--- src/rtl/inst_fetch_if.sv ---
// inst_fetch_if
// Delivery bus between the fetch stage and the register-file/ALU stage.
// The producer presents one instruction word, its decoded fields and its
// byte address under a valid/ready handshake; the consumer may stall it.
//
// Signals:
//   out_valid  producer -> consumer  instruction and fields are valid
//   out_ready  consumer -> producer  consumer accepts the presented instruction
//   instr      producer -> consumer  full 32-bit instruction word
//   op/rs/rt/rd/shamt/func/imm16     decoded slices of instr
//   pc_out     producer -> consumer  byte address of the presented instruction
interface inst_fetch_if;
    logic        out_valid;
    logic        out_ready;
    logic [31:0] instr;
    logic [5:0]  op;
    logic [4:0]  rs;
    logic [4:0]  rt;
    logic [4:0]  rd;
    logic [4:0]  shamt;
    logic [5:0]  func;
    logic [15:0] imm16;
    logic [31:0] pc_out;

    modport master (
        output out_valid, instr, op, rs, rt, rd, shamt, func, imm16, pc_out,
        input  out_ready
    );

    modport slave (
        input  out_valid, instr, op, rs, rt, rd, shamt, func, imm16, pc_out,
        output out_ready
    );
endinterface

--- src/rtl/inst_fetch.sv ---
// inst_fetch
// Instruction fetch stage: holds the PC and a loadable instruction memory and
// presents one MIPS-format instruction per cycle downstream. Supports consumer
// stalls, PC redirect (branches/jumps) and a halt opcode that stops fetching.
//
// Parameters:
//   MEM_AW   instruction memory address width in words (depth 2^MEM_AW)
//   HALT_OP  opcode that stops fetching once accepted
// Ports:
//   Clk             rising-edge clock
//   Rst             asynchronous active-low reset
//   prog_we         program-load write enable
//   prog_addr       word address for program load
//   prog_wdata      instruction word to write
//   redirect_valid  load a new PC this cycle
//   redirect_pc     target byte address (bits [1:0] treated as 0)
//   fetch           delivery bus (master side)
//   halted          halt opcode accepted; fetching stopped
//   inst_count      number of accepted instructions (wraps)
module inst_fetch #(
    parameter int          MEM_AW  = 6,
    parameter logic [5:0]  HALT_OP = 6'b111111
) (
    input  logic              Clk,
    input  logic              Rst,
    input  logic              prog_we,
    input  logic [MEM_AW-1:0] prog_addr,
    input  logic [31:0]       prog_wdata,
    input  logic              redirect_valid,
    input  logic [31:0]       redirect_pc,
    inst_fetch_if.master      fetch,
    output logic              halted,
    output logic [31:0]       inst_count
);

    typedef enum logic [1:0] {
        BOOT = 2'd0,
        RUN  = 2'd1,
        HALT = 2'd2
    } state_t;

    state_t      state;
    state_t      next_state;
    logic [31:0] pc;
    logic [31:0] instr_q;
    logic [31:0] nfa;
    logic [31:0] redirect_target;
    logic        load;
    logic        fire;

    logic [31:0] mem [2**MEM_AW];

    // Word-align the redirect target by masking rather than slicing so every
    // bit of the input is consumed.
    assign redirect_target = redirect_pc & 32'hFFFF_FFFC;

    // Program-load port. The memory is not touched by reset, and writes are
    // accepted in every state. A same-cycle read of the written word sees the
    // old contents because both sides update on the same edge.
    always_ff @(posedge Clk) begin
        if (prog_we) begin
            mem[prog_addr] <= prog_wdata;
        end
    end

    // Next-state and next-fetch-address logic. 'load' means the register
    // stage captures mem[nfa] this edge; it is withheld on the edge that
    // accepts a halt so the halt word and its PC stay presented.
    always_comb begin
        next_state = state;
        nfa        = pc;
        load       = 1'b0;
        fire       = 1'b0;
        case (state)
            BOOT: begin
                nfa        = redirect_valid ? redirect_target : pc;
                load       = 1'b1;
                next_state = RUN;
            end
            RUN: begin
                fire = fetch.out_ready & ~redirect_valid;
                if (redirect_valid) begin
                    nfa = redirect_target;
                end else if (fire) begin
                    nfa = pc + 32'd4;
                end
                if (fire && (instr_q[31:26] == HALT_OP)) begin
                    next_state = HALT;
                end else begin
                    load = 1'b1;
                end
            end
            HALT: begin
                next_state = HALT;
            end
            default: begin
                next_state = BOOT;
            end
        endcase
    end

    // State, PC, presented instruction and accepted-instruction counter.
    // The memory is indexed by the word bits of nfa, so higher PC bits alias.
    always_ff @(posedge Clk or negedge Rst) begin
        if (!Rst) begin
            state      <= BOOT;
            pc         <= 32'd0;
            instr_q    <= 32'd0;
            inst_count <= 32'd0;
        end else begin
            state <= next_state;
            if (load) begin
                pc      <= nfa;
                instr_q <= mem[nfa[MEM_AW+1:2]];
            end
            if (fire) begin
                inst_count <= inst_count + 32'd1;
            end
        end
    end

    assign fetch.out_valid = (state == RUN);
    assign halted          = (state == HALT);
    assign fetch.instr     = instr_q;
    assign fetch.pc_out    = pc;
    assign fetch.op        = instr_q[31:26];
    assign fetch.rs        = instr_q[25:21];
    assign fetch.rt        = instr_q[20:16];
    assign fetch.rd        = instr_q[15:11];
    assign fetch.shamt     = instr_q[10:6];
    assign fetch.func      = instr_q[5:0];
    assign fetch.imm16     = instr_q[15:0];

endmodule

--- src/flat_wrapper.sv ---
// flat-port wrapper written by rule: the top's interface ports become plain ports
module inst_fetch_flat 
#(
    parameter int          MEM_AW  = 6,
    parameter logic [5:0]  HALT_OP = 6'b111111
)
  (Clk, Rst, prog_we, prog_addr, prog_wdata, redirect_valid, redirect_pc, halted, inst_count, fetch_out_valid, fetch_instr, fetch_op, fetch_rs, fetch_rt, fetch_rd, fetch_shamt, fetch_func, fetch_imm16, fetch_pc_out, fetch_out_ready);
  inst_fetch_if fetch_i ();
  input  logic Clk;
  input  logic Rst;
  input  logic prog_we;
  input  logic [MEM_AW-1:0] prog_addr;
  input  logic [31:0] prog_wdata;
  input  logic redirect_valid;
  input  logic [31:0] redirect_pc;
  output logic halted;
  output logic [31:0] inst_count;
  output wire logic [$bits(fetch_i.out_valid)-1:0] fetch_out_valid;
  output wire logic [$bits(fetch_i.instr)-1:0] fetch_instr;
  output wire logic [$bits(fetch_i.op)-1:0] fetch_op;
  output wire logic [$bits(fetch_i.rs)-1:0] fetch_rs;
  output wire logic [$bits(fetch_i.rt)-1:0] fetch_rt;
  output wire logic [$bits(fetch_i.rd)-1:0] fetch_rd;
  output wire logic [$bits(fetch_i.shamt)-1:0] fetch_shamt;
  output wire logic [$bits(fetch_i.func)-1:0] fetch_func;
  output wire logic [$bits(fetch_i.imm16)-1:0] fetch_imm16;
  output wire logic [$bits(fetch_i.pc_out)-1:0] fetch_pc_out;
  input wire logic [$bits(fetch_i.out_ready)-1:0] fetch_out_ready;
  assign fetch_out_valid = fetch_i.out_valid;
  assign fetch_instr = fetch_i.instr;
  assign fetch_op = fetch_i.op;
  assign fetch_rs = fetch_i.rs;
  assign fetch_rt = fetch_i.rt;
  assign fetch_rd = fetch_i.rd;
  assign fetch_shamt = fetch_i.shamt;
  assign fetch_func = fetch_i.func;
  assign fetch_imm16 = fetch_i.imm16;
  assign fetch_pc_out = fetch_i.pc_out;
  assign fetch_i.out_ready = fetch_out_ready;
  inst_fetch #(.MEM_AW(MEM_AW), .HALT_OP(HALT_OP)) u_core (.Clk(Clk), .Rst(Rst), .prog_we(prog_we), .prog_addr(prog_addr), .prog_wdata(prog_wdata), .redirect_valid(redirect_valid), .redirect_pc(redirect_pc), .fetch(fetch_i), .halted(halted), .inst_count(inst_count));
endmodule
--- config.mk ---
export PLATFORM = sky130hd
export DESIGN_NAME = inst_fetch_flat
export DESIGN_NICKNAME = d
export VERILOG_FILES = /design/src/rtl/inst_fetch_if.sv /design/src/rtl/inst_fetch.sv /design/src/flat_wrapper.sv
export SDC_FILE = /design/constraint.sdc
export NUM_CORES = 2
export LEC_CHECK = 0
export ABC_AREA = 1
export CORE_ASPECT_RATIO = 0.5
export CORE_MARGIN = 2
export CORE_UTILIZATION = 30
export CTS_BUF_LIST = sky130_fd_sc_hd__clkbuf_16
export DETAILED_ROUTE_END_ITERATION = 10
export HOLD_SLACK_MARGIN = 0.02
export PLACE_DENSITY = 0.44
export SLEW_MARGIN = 15
export SYNTH_ARGS = -nofsm -noshare
export SYNTH_HDL_FRONTEND = slang
export SYNTH_SLANG_ARGS = --single-unit
--- constraint.sdc ---
create_clock -name Clk -period 5.59 [get_ports Clk]
set_input_delay 0.8385 -clock Clk [delete_from_list [all_inputs] [get_ports Clk]]
set_output_delay 0.8385 -clock Clk [all_outputs]
set_load 0.05 [all_outputs]
==> results.ini <==
[global_routing]
vias_in_the_first_global_route = 58500
grt_usage_pct = 20.6
wire_length_of_the_first_global_routing_pass_um = 450000
grt_start_max_net_pins = 114
antenna_found_initial = 14
grt_overflow_total = 0

[sta]
timing.hold.ws_ns = 0.0780
timing.setup.tns_ns = 0
maxSlewViolCount = 0
timing.slew.headroom_pct = 22.6
finalWorstPathRequiredPeriod_ns = 4.26
finalClockSkew_ns = 0.103
final_critical_path_share_of_the_clock_period_pct = 76.1
setup_viol_count_final = 0
hold_violations = 0
max_slew.worst_pin.slew_ns = 1.15
unrepaired_setup_endpoints_after_global_routing = no
fmax_mhz = 235

[routing]
route.detailed.wl_per_inst_um = 27.4
drt-initial-drc-count = 7013
vias_per_cell = 5.29
drt-pass1-iter-count = 6
postRouteAntennaNets = 0
via_count = 61900
post-route-drc-count = 0
route.final.wire_length_um = 321000

[placed_design]
place.gp.congestion = 0.784
place_hpwl_um = 168000
placed_area_um2 = 96600
portBuffers = 216

[synth]
ys_warn_count = 0
synth.avg_cell_area_um2 = 11.8
mappedNetlistArea_um2 = 88900
yosys_register_bits = 2144
synth_sequential_area_ratio_pct = 71.9
synth-async-reset-ratio_pct = 4.48
number_of_instances_in_the_synthesized_netlist = 7519
synth_enable_flop_cells = 2048
postSynth.topFlopCell = edfxtp_1
yosys.cell_types.count = 42

[clocking]
tritoncts = built
clock-sinks = 2144
numCtsBuffers = 216
htree_levels = 4
ctsResizeCount = 0
postCtsSetupBuffers = 0
clkTransAtPathRegs_ns = 0.07
cts.path.max_buffers = 4
clock_tree.root_cell = clkbuf_16
cts_hold_repair.buffers = 0
clk-insertion-delay-late_ns = 0.90

[die]
ioPinCount = 221
fp.dieH_um = 389
chipWidth_um = 774
placement_rows = 141
floorplan.initialDensity_pct = 30.1
core_um2 = 295000
die-area_um2 = 301000

[finish]
layout-drive-gt1-share_pct = 8.47
syn2layout_area_growth_pct = 15.8
postLayoutCellArea_um2 = 103000
finalNetCount = 7689
postLayoutCoreUtil_pct = 34.9
filler_cell_count = 29100

[power]
post-layout-total-power_w = 0.0596
power.static_leakage_nw = 35.8
pwr_density_cell_nw_per_um2 = 579
ir_drop_mv = 0.587

[worst_setup_path]
cp-end-kind = flop
crit_path_start_kind = flop
critPathRequiredTime_ns = 6.35
critPathKind = reg -> reg
worstPathArrival_ns = 5.02
crit_path_max_fanout = 103

[min_path]
holdCritPathClass = in -> async

[run]
maxCapViolCount = 0

[status]
run_status = finished clean

-- worst paths after layout --
check,cells after the start,slack (ns),end,startpoint
worst max-delay path,16,1.33,u_core.fetch.instr[6],u_core.state[1]
worst min register to register,1,0.49,u_core.inst_count[21],u_core.inst_count[21]
max in group asynchronous,2,4.47,u_core.fetch.instr[2],Rst
worst min-delay path,1,0.08,u_core.inst_count[8],Rst
min in group Clk,1,0.49,u_core.inst_count[21],u_core.inst_count[21]
worst max register to register,16,1.33,u_core.fetch.instr[6],u_core.state[1]
-- power by group --
group	switching, W	internal, W
Clock	0.00637	0.00741
Combinational	0.0200	0.00735
Sequential	0.000450	0.0180
Total	0.0269	0.0327
-- logic make-up after synthesis --
group                    synth area share [%]
flip-flops                               71.9
AND/OR/NAND/NOR                          23.3
adder cells (fa/ha/maj)                0.0704
buffers and inverters                    3.81
other                                 0.00422
AO/OA/AOI/OAI                           0.654
XOR/XNOR                                0.305
-- layer usage --
layer,vias up,wire [µm],global-route usage (%)
met5,-,43,0
met4,8,8410,5.23
met3,402,24200,3.92
met2,2229,142000,31.7
met1,31700,146000,30.0
li1,27600,-,-
-- sequential cells by signal, indices dropped and copies added, names as in the netlist --
name                 flops
u_core.fetch.instr      32
u_core.inst_count       32
u_core.state             2
u_core.fetch.pc_out     30
u_core.mem            2048
-- area by class of cell --
type / instances / area (µm²) / share of cell area, %
clock buffers: 218 / 5460 / 5.30
flip-flops and latches: 2144 / 63900 / 62.1
clock inverters: 160 / 912 / 0.886
well taps: 3932 / 4920 / 4.78
multi-input cells: 4622 / 22200 / 21.6
inverters: 133 / 523 / 0.508
diodes: 2 / 5.00 / 0.00486
repair buffers: 492 / 5000 / 4.86
-- Yosys cell counts, types with 2 or more instances --
library cell,instances,area (µm²)
buf_1,89,334
nor3_1,22,110
nand3b_1,3,22.5
edfxtp_1,2048,61500
buf_2,161,806
buf_4,88,661
o21bai_1,3,22.5
nor4_1,13,81.3
nor2_2,2,12.5
ha_1,5,62.6
a21oi_1,37,185
nand4_1,518,3240
a31oi_1,2,12.5
xnor2_1,10,87.6
o221ai_1,2,17.5
a22oi_1,6,45.0
o21ai_0,35,175
buf_6,3,33.8
o211ai_1,4,30.0
nand3_1,1983,9920
inv_1,129,484
a32oi_1,4,35.0
xor2_1,21,184
dfrtp_1,96,2400
nand2_1,1834,6880
inv_2,3,11.3
nor3_2,2,20.0
nor2_1,103,387
clkbuf_1,280,1050
-- metrics by stage --
| step | setup slack [ns] | instances |
|---|---|---|
| finish | 1.33 | 11700 |
| CTS | 1.43 | 11700 |
| global placement | 0.897 | 11300 |
| floorplan | 0.622 | 7520 |
| detailed placement | 0.899 | 11300 |
| global route | 1.05 | 11700 |
-- layout by cell type, fill, tap and decap left out, types with 60 or more instances in the layout --
cell type | Yosys | layout
nand3_1 | 1983 | 1980
edfxtp_1 | 2048 | 2048
inv_1 | 129 | 195
clkdlybuf4s50_1 | 0 | 183
nand4_1 | 518 | 518
buf_12 | 0 | 74
buf_4 | 88 | 202
nand2_1 | 1834 | 1832
nor2_4 | 0 | 60
dfrtp_1 | 96 | 96
clkbuf_16 | 0 | 218
-- critical path, cell delays in order (launching register included) --
cell,delay (ns)
dfrtp_1,0.38
inv_1,0.10
ha_1,0.42
inv_1,0.16
nand2_2,0.22
nand3b_1,0.26
nand3_4,0.41
buf_12,0.22
buf_12,0.39
nand2_1,0.11
nand3_1,0.11
nand3_1,0.08
nand3_1,0.09
nand3_1,0.37
a21boi_1,0.44
buf_4,0.19
nor2_1,0.04
No activity file was read; power rests on OpenSTA's default activity.
